===== src/rtl/reaction_timer_ctrl.sv =====
// Reaction-timer controller: steps a 10-LED bar on millisecond ticks, waits a
// pseudo-random delay, then times the react press as a 4-digit BCD count.
module reaction_timer_ctrl #(
  parameter int unsigned LIGHT_TICKS = 500,
  parameter int unsigned DELAY_SHIFT = 5,
  parameter logic [6:0]  LFSR_SEED   = 7'h01
) (
  input  logic        clock,
  input  logic        reset,
  input  logic        tick,
  input  logic        start,
  input  logic        react,
  output logic [9:0]  led,
  output logic [15:0] bcd,
  output logic        time_valid,
  output logic        false_start,
  output logic        busy
);

  localparam int unsigned DW = 7 + DELAY_SHIFT;
  localparam logic [15:0] LT_LAST = 16'(LIGHT_TICKS - 1);
  localparam logic [DW-1:0] DELAY_ONE = {{(DW-1){1'b0}}, 1'b1};

  typedef enum logic [2:0] {
    ST_IDLE   = 3'd0,
    ST_LIGHTS = 3'd1,
    ST_DELAY  = 3'd2,
    ST_TIMING = 3'd3,
    ST_DONE   = 3'd4
  } state_t;

  state_t          state_r, state_s;
  logic [15:0]     tick_cnt_r, tick_cnt_s;
  logic [DW-1:0]   delay_cnt_r, delay_cnt_s;
  logic [DW-1:0]   delay_load_s;
  logic [9:0]      led_r, led_s, led_step_s;
  logic [15:0]     bcd_r, bcd_s;
  logic            valid_r, valid_s;
  logic            fs_r, fs_s;
  logic [6:0]      lfsr_r, lfsr_next_s;
  logic            start_q_r, react_q_r;
  logic            start_rise_s, react_rise_s;

  // Saturating 4-digit BCD increment: 9999 is sticky.
  function automatic logic [15:0] bcd_inc(input logic [15:0] v);
    logic [15:0] r;
    logic        carry;
    r     = v;
    carry = 1'b1;
    if (v == 16'h9999) begin
      r = v;
    end else begin
      for (int i = 0; i < 4; i++) begin
        if (carry) begin
          if (r[4*i +: 4] == 4'd9) begin
            r[4*i +: 4] = 4'd0;
            carry       = 1'b1;
          end else begin
            r[4*i +: 4] = r[4*i +: 4] + 4'd1;
            carry       = 1'b0;
          end
        end else begin
          carry = 1'b0;
        end
      end
    end
    return r;
  endfunction

  assign start_rise_s = start & ~start_q_r;
  assign react_rise_s = react & ~react_q_r;
  // x^7 + x^6 + 1 Fibonacci feedback; maximal length, never reaches zero
  assign lfsr_next_s  = {lfsr_r[5:0], lfsr_r[6] ^ lfsr_r[5]};
  assign delay_load_s = {lfsr_r, {DELAY_SHIFT{1'b0}}};
  assign led_step_s   = {led_r[8:0], 1'b1};

  assign led         = led_r;
  assign bcd         = bcd_r;
  assign time_valid  = valid_r;
  assign false_start = fs_r;

  // Busy flag decoded straight from the state register.
  always_comb begin
    busy = 1'b0;
    case (state_r)
      ST_LIGHTS, ST_DELAY, ST_TIMING: busy = 1'b1;
      default:                        busy = 1'b0;
    endcase
  end

  // Next-state and next-output computation.
  always_comb begin
    state_s     = state_r;
    tick_cnt_s  = tick_cnt_r;
    delay_cnt_s = delay_cnt_r;
    led_s       = led_r;
    bcd_s       = bcd_r;
    valid_s     = valid_r;
    fs_s        = fs_r;
    case (state_r)
      ST_IDLE, ST_DONE: begin
        if (start_rise_s) begin
          state_s    = ST_LIGHTS;
          tick_cnt_s = 16'd0;
          led_s      = 10'h000;
          bcd_s      = 16'h0000;
          valid_s    = 1'b0;
          fs_s       = 1'b0;
        end else begin
          state_s = state_r;
        end
      end
      ST_LIGHTS: begin
        if (react_rise_s) begin
          state_s = ST_DONE;
          fs_s    = 1'b1;
          led_s   = 10'h000;
          bcd_s   = 16'h0000;
          valid_s = 1'b0;
        end else if (tick) begin
          if (tick_cnt_r == LT_LAST) begin
            tick_cnt_s = 16'd0;
            led_s      = led_step_s;
            if (led_step_s == 10'h3FF) begin
              state_s     = ST_DELAY;
              delay_cnt_s = delay_load_s;
            end else begin
              state_s = ST_LIGHTS;
            end
          end else begin
            tick_cnt_s = tick_cnt_r + 16'd1;
          end
        end else begin
          tick_cnt_s = tick_cnt_r;
        end
      end
      ST_DELAY: begin
        if (react_rise_s) begin
          state_s = ST_DONE;
          fs_s    = 1'b1;
          led_s   = 10'h000;
          bcd_s   = 16'h0000;
          valid_s = 1'b0;
        end else if (tick) begin
          if (delay_cnt_r == DELAY_ONE) begin
            state_s = ST_TIMING;
            led_s   = 10'h000;
            bcd_s   = 16'h0000;
          end else begin
            delay_cnt_s = delay_cnt_r - DELAY_ONE;
          end
        end else begin
          delay_cnt_s = delay_cnt_r;
        end
      end
      ST_TIMING: begin
        // a react edge beats a coincident tick
        if (react_rise_s) begin
          state_s = ST_DONE;
          valid_s = 1'b1;
        end else if (tick) begin
          bcd_s = bcd_inc(bcd_r);
        end else begin
          bcd_s = bcd_r;
        end
      end
      default: begin
        state_s = ST_IDLE;
      end
    endcase
  end

  // State, datapath, LFSR and edge-detect registers.
  always_ff @(posedge clock) begin
    if (reset) begin
      state_r     <= ST_IDLE;
      tick_cnt_r  <= 16'd0;
      delay_cnt_r <= {DW{1'b0}};
      led_r       <= 10'h000;
      bcd_r       <= 16'h0000;
      valid_r     <= 1'b0;
      fs_r        <= 1'b0;
      lfsr_r      <= LFSR_SEED;
      start_q_r   <= 1'b0;
      react_q_r   <= 1'b0;
    end else begin
      state_r     <= state_s;
      tick_cnt_r  <= tick_cnt_s;
      delay_cnt_r <= delay_cnt_s;
      led_r       <= led_s;
      bcd_r       <= bcd_s;
      valid_r     <= valid_s;
      fs_r        <= fs_s;
      lfsr_r      <= lfsr_next_s;
      start_q_r   <= start;
      react_q_r   <= react;
    end
  end

endmodule


===== config.mk =====
export PLATFORM = sky130hd
export DESIGN_NAME = reaction_timer_ctrl
export DESIGN_NICKNAME = d
export VERILOG_FILES = /design/src/rtl/reaction_timer_ctrl.sv
export SDC_FILE = /design/constraint.sdc
export NUM_CORES = 1
export LEC_CHECK = 0
export CAP_MARGIN = 30
export CORE_UTILIZATION = 32
export CTS_BUF_LIST = sky130_fd_sc_hd__clkbuf_16
export DETAILED_ROUTE_END_ITERATION = 8
export DONT_BUFFER_PORTS = 1
export SYNTH_ARGS = -nofsm -noshare
export SYNTH_HDL_FRONTEND = slang
export SYNTH_SLANG_ARGS = --single-unit
export TNS_END_PERCENT = 10

===== constraint.sdc =====
create_clock -name clock -period 2.1 [get_ports clock]
set_clock_uncertainty 0.05 [all_clocks]
set_input_delay 0.315 -clock clock [delete_from_list [all_inputs] [get_ports clock]]
set_output_delay 0.315 -clock clock [all_outputs]
set_load 0.05 [all_outputs]

==> results of run 1 <==
==> routing by layer <==
layer	track usage	routed length, um	up-vias	part of all wire
li1	-	-	1846	-
met1	0.2145	4561	1789	0.45
met5	0	0	-	0
met4	0.06667	159	0	0.016
met2	0.2947	4919	67	0.49
met3	0.04184	445	14	0.044
==> critical path: stages, from the launching register on <==
cell	delay, ps
dfxtp_4	400
buf_4	130
nand2_1	70
or3_4	400
buf_6	120
o211ai_1	350
buf_4	200
buf_4	90
o31ai_1	80
a21oi_2	120
==> worst paths after layout <==
check                                   start                            to  slack, ps  depth (start not counted)
hold reg to reg   delay_cnt_r[3]$_SDFFE_PP0P_   delay_cnt_r[3]$_SDFFE_PP0P_        450                          2
setup reg to reg      state_r[0]$_SDFFE_PP0P_          bcd[14]$_SDFFE_PP0P_         30                          9
setup / recovery      state_r[0]$_SDFFE_PP0P_          bcd[14]$_SDFFE_PP0P_         30                          9
hold / removal                          reset  delay_cnt_r[10]$_SDFFE_PP0P_         20                          1
==> sequential cells by signal (all words and copies together), names as in the netlist <==
| signal | flops |
|---|---|
| time_valid | 1 |
| start_q_r | 1 |
| lfsr_r | 7 |
| tick_cnt_r | 16 |
| react_q_r | 1 |
| false_start | 1 |
| delay_cnt_r | 12 |
| bcd | 16 |
| state_r | 3 |
| led | 10 |
==> cell usage after synthesis (4+ instances only) <==
cell type and count:
nor2_1 30, and3_1 4, nand2b_1 8, o31ai_1 16, nand3_1 10, or4_1 17
buf_2 9, nor4_1 9, dfxtp_1 68, nand3b_1 6, nand2_1 20, inv_1 9
a22oi_1 4, ha_1 11, or3_1 6, o311ai_0 8, a31oi_1 5, clkbuf_1 16
a21oi_1 40, xnor2_1 13, o21ai_0 28, nand4_1 19, nor3_1 11, nor2b_1 10
a211oi_1 4
==> kinds of logic after synthesis <==
logic type | share of synthesized area
XOR/XNOR | 0.03092
flip-flops | 0.3697
AO/OA/AOI/OAI | 0.2358
AND/OR/NAND/NOR | 0.2742
buffers and inverters | 0.04383
adder cells (fa/ha/maj) | 0.03738
multiplexers | 0.008155
==> power groups by stage <==
stage / clock, mW / combinational [mW] / sequential (mW)
floorplan: 0 / 1.48 / 1.53
global placement: 0 / 2.43 / 1.53
detailed placement: 0 / 2.48 / 1.54
CTS: 2.01 / 2.53 / 1.52
global route: 2.07 / 2.98 / 1.55
finish: 1.99 / 2.74 / 1.53
==> final cells by class <==
cell class | count | area share
flip-flops and latches | 68 | 0.2696
inverters | 9 | 0.006587
clock buffers | 9 | 0.04391
well taps | 140 | 0.03415
repair buffers | 105 | 0.1693
clock inverters | 7 | 0.03172
multi-input cells | 332 | 0.4447
==> per-stage QoR <==
step,std cells,worst slack [ps],hold WS (ps)
2_1_floorplan,436,-21.00,388.4
3_3_place_gp,636,-122.4,332.3
3_5_place_dp,636,-197.8,334.0
4_1_cts,662,-22.10,-24.91
5_1_grt,670,-80.95,18.27
6_report,670,33.61,24.42
==> what timing repair did <==
item	CTS	global route
endpoints found under the setup margin	37	55
hold buffers	10	2
pin swaps	5	12
setup buffers	0	6
hold endpoints to repair	37	24
resized for setup	17	24
==> flow_summary.toml, run 1 <==
[status]
status = "completed"

[synthesis]
post_synth_instance_area_sq_um = 3682
synth_edf_count = 0
synth.avg_cell_area_sq_um = 8.446
dominantRegCellSynth = "dfxtp_1"
syn-instance-count = 436
synth.area.top_cells = "dfxtp_1 (37%), a21oi_1 (5.4%), o21ai_0 (3.8%)"
syn-num-nets = 452
yosysWarnings = 0
ys_seq_area_frac = 0.3697
yosysUniqueCellTypes = 59
synth.top_cell.area_share = 0.3697
synth_top_area_cell = "dfxtp_1"
async_flop_share = 0
ys_ff_latch = 68

[layout]
stdcell_area_sq_um = 5129
multi_input_area_sq_um = 2281
fillCellCount = 1028
final_cell_mix = "buf_4 (87), dfxtp_1 (57), a21oi_1 (37)"
fin_util = 0.4650
diodes = 0
layout_commonest_cell = "buf_4"
regArea_sq_um = 1383
layout-area-overhead-vs-synth_pct = 39.28
layout-drive-gt1-share = 0.2962
nNetsFinal = 541

[timing]
setup_tns_ps = 0
setup_viol = 0
period_share = 0.9840
worst_slew_pin_slew_ps = 555.7
fmax_mhz = 483.9
maxSlewViolCount = 0
min_period_ps = 2066
hold_viol = 0
rsz0062_at_grt = "true"
maxSlewHeadroom = 0.6291

[critical_path]
required_ps = 2330
setup.worst_path.start_class = "flop"
crit_arrival_ps = 2300
worstSetupEndpointType = "flop"
worstSetupPathType = "flop to flop"
cp_max_fo = 8

[power]
pwr-share-seq = 0.245
comb_power_share = 0.438
pwr_density_cell_nw_per_um2 = 1222
swShare = 0.3584
ir_drop_mv = 0.6211
p_leak_nw = 1.893
p_clk_frac = 0.317
switchingPower_mw = 2.245
p_total_mw = 6.266
p_int_mw = 4.020

[hold_path]
hold_path.class = "primary input to flop"

[floorplanning]
core_area_sq_um = 11030
die_height_um = 109.3
rows = 38
dieArea_sq_um = 11940
dieWidth_um = 109.3
ioPinCount = 34
initial_utilization = 0.3338

[clocking]
clk_latency_ps = 340
cts_tree = "built"
path_clk_slew_ps = 60
htreeDepth = 3
clkSinkCount = 68
clockBufferDepth = 2
cts_buffers = 9
cts-root-buf = "clkbuf_16"

[grt]
antenna_found_initial = 0
grt_max_degree = 49
grt_pass1_wl_um = 16470
grtUsageTotal = 0.1749
grt_overflow_total = 0
grt_pass1_vias = 3540

[placed_design]
place_congestion = 0.7559
placed_area_sq_um = 4427
port-buffer-count = 0
hpwl_um = 6714

[drt]
vias_per_cell = 5.546
first_iter_violations = 295
firstDrtPassIters = 4
drcViolationCount = 0
vias = 3716
wirelength_um = 10090
post_drt_wl_per_cell_um = 15.05
postRouteAntennaNets = 0

[job]
drv_cap = 0
(Power assumes the default switching activity.)
==> run 2, diff against run 1 <==
--- a/config.mk
+++ b/config.mk
@@ -10,6 +10,7 @@
 export CTS_BUF_LIST = sky130_fd_sc_hd__clkbuf_16
 export DETAILED_ROUTE_END_ITERATION = 8
 export DONT_BUFFER_PORTS = 1
+export HOLD_SLACK_MARGIN = 0.06
 export SYNTH_ARGS = -nofsm -noshare
 export SYNTH_HDL_FRONTEND = slang
 export SYNTH_SLANG_ARGS = --single-unit
==> flow_summary.toml, run 2 (synthesized netlist as in run 1, its figures left out) <==
[placed_design]
place_congestion = 0.7559
hpwl_um = 6714
port-buffer-count = 0
place_ws_ps = -197.8
placed_area_sq_um = 4427

[critical_path]
crit_path_cell_trace = "inv_2, ha_4, nand4b_1, o31ai_1, o211ai_1, buf_4, or4_4, a21oi_2"
cp_max_fo = 4
worstSetupEndpointType = "flop"
slowest_delay_ps = 470
slowest_stage = "or4_4"
worstSetupPathType = "flop to flop"
required_ps = 2320
setup.worst_path.start_class = "flop"
crit_arrival_ps = 2300

[floorplanning]
core_area_sq_um = 11030
dieArea_sq_um = 11940
ioPinCount = 34
rows = 38
die_height_um = 109.3
dieWidth_um = 109.3
initial_utilization = 0.3338

[clocking]
clk_latency_ps = 340
clockBufferDepth = 2
cts_buffers = 9
cts_tree = "built"
htreeDepth = 3
clkSinkCount = 68
cts-root-buf = "clkbuf_16"
path_clk_slew_ps = 60

[grt]
grt_pass1_vias = 3505
antenna_found_initial = 0
grtUsageTotal = 0.1749
grt_overflow_total = 0
grt_max_degree = 45
grt_pass1_wl_um = 16420

[timing]
rsz0062_at_grt = "true"
fin_ws_ps = 24.91
worst_slew_pin_slew_ps = 555.5
maxSlewHeadroom = 0.6291
setup_viol = 0
maxSlewViolCount = 0
hold_viol = 0
fmax_mhz = 481.9
period_share = 0.9881
min_period_ps = 2075

[status]
status = "completed"

[drt]
firstDrtPassIters = 5
drcViolationCount = 0
wirelength_um = 10040
first_iter_violations = 300
vias_per_cell = 5.548
postRouteAntennaNets = 0
post_drt_wl_per_cell_um = 15.16
vias = 3673

[layout]
stdcell_area_sq_um = 5059
nNetsFinal = 533
final_cell_mix = "buf_4 (90), dfxtp_1 (57), a21oi_1 (35)"
layout_commonest_cell = "buf_4"
layout-drive-gt1-share = 0.3123
layout-area-overhead-vs-synth_pct = 37.38
diodes = 0

[power]
ir_drop_mv = 0.6415
p_leak_nw = 1.833
pwr_density_cell_nw_per_um2 = 1244

[job]
drv_cap = 0

[hold_path]
hold_path.class = "primary input to flop"
-- run 2: cell types whose count changed in the layout (fill, tap and decap cells not counted), moves of 2 or more --
cell / before / now
buf_4: 87 / 90
o311ai_1: 4 / 6
nor2_1: 29 / 27
o311ai_0: 4 / 1
a21oi_1: 37 / 35
dlygate4sd3_1: 11 / 2
nor2_2: 1 / 3
a21oi_2: 3 / 5
buf_6: 4 / 2
-- run 2: critical path: cells and delay by family, from the launching register on --
family,cells,cell delay (ps)
adders and majority gates,1,130
and+or+nand+nor,2,660
buffers and inverters,2,250
DFF,1,320
AOI/OAI and AO/OA,3,610
-- run 2: through the flow --
step           hold slack [ps]    util  power (mW)  TNS [ps]  instances
3_5_place_dp             334.0  0.4013       4.014     -3362        636
6_report                 126.6  0.4586       6.294         0        662
5_1_grt                  133.8  0.4586       6.636    -496.8        662
4_1_cts                  121.8  0.4441       6.067    -45.10        655
3_3_place_gp             332.3  0.4013       3.959     -1197        636
2_1_floorplan            388.4       -       3.012    -216.9        436
-- run 2: timing repair --
action | 4_1_cts | 5_1_grt
gates resized for setup | 17 | 31
setup buffers | 0 | 7
endpoints found under the hold margin | 44 | 0
pin swaps | 5 | 13
hold buffers | 3 | 0
endpoints found under the setup margin | 37 | 54
-- run 2: power by group --
part | switching [mW] | internal (mW)
Sequential | 0.140 | 1.39
Combinational | 1.54 | 1.24
Clock | 0.589 | 1.40
Total | 2.27 | 4.03
-- run 2: layer usage --
metal	routed length [um]	vias up	global-route usage	part of all wire
met5	0	-	0	0
li1	-	1824	-	-
met2	4876	66	0.2916	0.49
met4	228	0	0.07619	0.023
met1	4516	1762	0.2134	0.45
met3	417	21	0.04184	0.042
-- run 2: final timing paths --
path | slack [ps] | start | depth (start not counted) | endpoint
worst max-delay path | 20 | bcd[1]$_SDFFE_PP0P_ | 8 | bcd[13]$_SDFFE_PP0P_
worst min-delay path | 130 | reset | 2 | delay_cnt_r[4]$_SDFFE_PP0P_
worst max register to register | 20 | bcd[1]$_SDFFE_PP0P_ | 8 | bcd[13]$_SDFFE_PP0P_
worst min register to register | 410 | lfsr_r[2]$_SDFF_PP0_ | 1 | lfsr_r[3]$_SDFF_PP0_
-- run 2: layout make-up --
cell class,count,area (sq um)
Fill cell,1035,5972
Multi-Input combinational cell,332,2303
Sequential cell,68,1380
Timing Repair Buffer,97,778.2
Clock buffer,9,225.2
Tap cell,140,175.2
Clock inverter,7,162.7
Inverter,9,33.78
==> run 3, diff against run 2 <==
--- a/config.mk
+++ b/config.mk
@@ -5,6 +5,8 @@
 export SDC_FILE = /design/constraint.sdc
 export NUM_CORES = 1
 export LEC_CHECK = 0
+export ABC_AREA = 1
+export ABC_CLOCK_PERIOD_IN_PS = 2100
 export CAP_MARGIN = 30
 export CORE_UTILIZATION = 32
 export CTS_BUF_LIST = sky130_fd_sc_hd__clkbuf_16
==> flow_summary.toml, run 3 <==
[timing]
rsz0062_at_grt = "false"
min_period_ps = 1920
worst_slew_pin_slew_ps = 579.8
setup_viol = 0
maxSlewViolCount = 0
fmax_mhz = 520.8
maxSlewHeadroom = 0.6129
fin_ws_ps = 179.8
hold_viol = 0
setup_tns_ps = 0
period_share = 0.9144
fin_hold_ws_ps = 80.30

[critical_path]
setup.worst_path.start_class = "flop"
reg2reg_setup_slack_ps = 180
cp_max_fo = 13
crit_path_cell_trace = "inv_2, nand2_1, nor2_4, a21oi_2, nand2_4, inv_2, nand2_2, nand2_2, nor3_1"
worstSetupEndpointType = "flop"
endpoint = "tick_cnt_r[11]$_SDFFE_PP0P_"
worst_r2r_endpoint = "tick_cnt_r[11]$_SDFFE_PP0P_"
required_ps = 2260
crit_arrival_ps = 2080
slowest_stage = "dfxtp_1"
r2r_cells = 9
worstSetupPathType = "flop to flop"
crit_start = "state_r[0]$_SDFFE_PP0P_"
r2r_start = "state_r[0]$_SDFFE_PP0P_"
slowest_delay_ps = 400

[clocking]
cts_buffers = 9
clk_latency_ps = 330
clkSinkCount = 68
clockBufferDepth = 2
htreeDepth = 3
path_clk_slew_ps = 60
cts_tree = "built"
cts-root-buf = "clkbuf_16"

[synthesis]
yosysUniqueCellTypes = 35
ys_ff_latch = 68
synth.avg_cell_area_sq_um = 6.433
yosys-top-cells-count = "nand2_1 (164), nor2_1 (100), dfxtp_1 (68)"
syn-instance-count = 616
synth_top_area_cell = "dfxtp_1"
synth.area.top_cells = "dfxtp_1 (34%), nand2_1 (16%), nor2_1 (9.5%)"
dominantRegCellSynth = "dfxtp_1"
async_flop_share = 0
synth_edf_count = 0
yosysWarnings = 0
synth_most_common_cell = "nand2_1"
ys_seq_area_frac = 0.3435
synth.top_cell.area_share = 0.3435
syn-num-nets = 632
post_synth_instance_area_sq_um = 3963

[layout]
multi_input_area_sq_um = 2280
fillCellCount = 1272
layout-area-overhead-vs-synth_pct = 18.57
layoutNonFillerInstCount = 820
final_cell_mix = "nand2_1 (164), nor2_1 (100), dfxtp_1 (66)"
stdcell_area_sq_um = 4698
fin_util = 0.3895
regArea_sq_um = 1364
diodes = 0
layout_commonest_cell = "nand2_1"
layout-drive-gt1-share = 0.1319
nNetsFinal = 663

[hold_path]
hold_path.class = "primary input to flop"

[floorplanning]
dieArea_sq_um = 12830
core_area_sq_um = 12060
rows = 40
dieWidth_um = 113.3
initial_utilization = 0.3285
ioPinCount = 34
die_height_um = 113.3

[drt]
wirelength_um = 9967
post_drt_wl_per_cell_um = 12.15
drcViolationCount = 0
vias = 3890
firstDrtPassIters = 4
vias_per_cell = 4.744
postRouteAntennaNets = 0
first_iter_violations = 198

[power]
p_clk_frac = 0.245
pwr-share-seq = 0.269
p_total_mw = 6.032
p_int_mw = 3.219
pwr_density_cell_nw_per_um2 = 1284
switchingPower_mw = 2.812
swShare = 0.4662
comb_power_share = 0.486
ir_drop_mv = 0.4559
p_leak_nw = 1.936

[status]
status = "completed"

[grt]
grt_pass1_vias = 3624
grt_overflow_total = 0
grtUsageTotal = 0.1672
grt_pass1_wl_um = 17070
grt_max_degree = 37
antenna_found_initial = 0

[placed_design]
placed_area_sq_um = 4352
hpwl_um = 7121
port-buffer-count = 0
dp.cells = 802
place_ws_ps = 108.6
place_congestion = 0.8471

[job]
drv_cap = 0
-- run 3: cell count changes after synthesis, sizes merged, moves of 11 or more --
cell | previous run | this run
inv | 9 | 64
nand2 | 21 | 168
nand3 | 10 | 58
nor2 | 30 | 110
nor2b | 11 | 0
nor4 | 11 | 0
o31ai | 16 | 1
or4 | 17 | 0
xnor2 | 13 | 2
-- run 3: how the worst min path moves through the flow --
stage	startpoint	cells past startpoint	endpoint
3_3_place_gp	reset	1	bcd[4]$_SDFFE_PP0P_
2_1_floorplan	lfsr_r[3]$_SDFF_PP0_	2	lfsr_r[4]$_SDFF_PP0_
6_report	reset	3	bcd[5]$_SDFFE_PP0P_
5_1_grt	reset	3	bcd[5]$_SDFFE_PP0P_
3_5_place_dp	reset	1	bcd[4]$_SDFFE_PP0P_
4_1_cts	reset	3	bcd[5]$_SDFFE_PP0P_
-- run 3: critical path: cells and delay by family, from the launching register on --
kind / cells / cell delay, ps
AO/OA/AOI/OAI: 1 / 160
buffers and inverters: 2 / 310
flip-flops: 1 / 400
AND/OR/NAND/NOR: 6 / 880
-- run 3: area by class of cell --
class / instances / area share
clock buffers: 9 / 0.04794
clock inverters: 7 / 0.01438
inverters: 65 / 0.05193
multi-input cells: 464 / 0.4852
flip-flops and latches: 68 / 0.2903
well taps: 168 / 0.04474
repair buffers: 39 / 0.06551
-- run 3: per-layer routing --
metal | GRT usage | routed length [um]
met2 | 0.2691 | 4621
met5 | 0 | 0
met3 | 0.04392 | 443
met4 | 0.06053 | 136
met1 | 0.2152 | 4765
-- run 3: cell families (layout without fill, tap and decap cells) --
family / count (synthesis) / in the layout / share of synthesized area
adder cells (fa/ha/maj): 11 / 11 / 0.03473
buffers and inverters: 84 / 120 / 0.08652
flip-flops: 68 / 68 / 0.3435
AND/OR/NAND/NOR: 372 / 372 / 0.4143
AO/OA/AOI/OAI: 71 / 71 / 0.09883
XOR/XNOR: 10 / 10 / 0.02210
-- run 3: timing repair --
| action | CTS | global route |
|---|---|---|
| endpoints found under the hold margin | 36 | 0 |
| resized for setup | 0 | 6 |
| setup buffers | 0 | 0 |
| setup endpoints to repair | 0 | 8 |
| hold buffers | 2 | 0 |
-- run 3: power groups by stage --
| stage | Combinational (mW) | Sequential (mW) | Clock, mW |
|---|---|---|---|
| after floorplan | 1.94 | 1.88 | 0 |
| after global placement | 2.82 | 1.64 | 0 |
| after detailed placement | 2.83 | 1.64 | 0 |
| after CTS | 2.87 | 1.62 | 1.53 |
| after global routing | 3.28 | 1.64 | 1.60 |
| final | 2.93 | 1.62 | 1.48 |
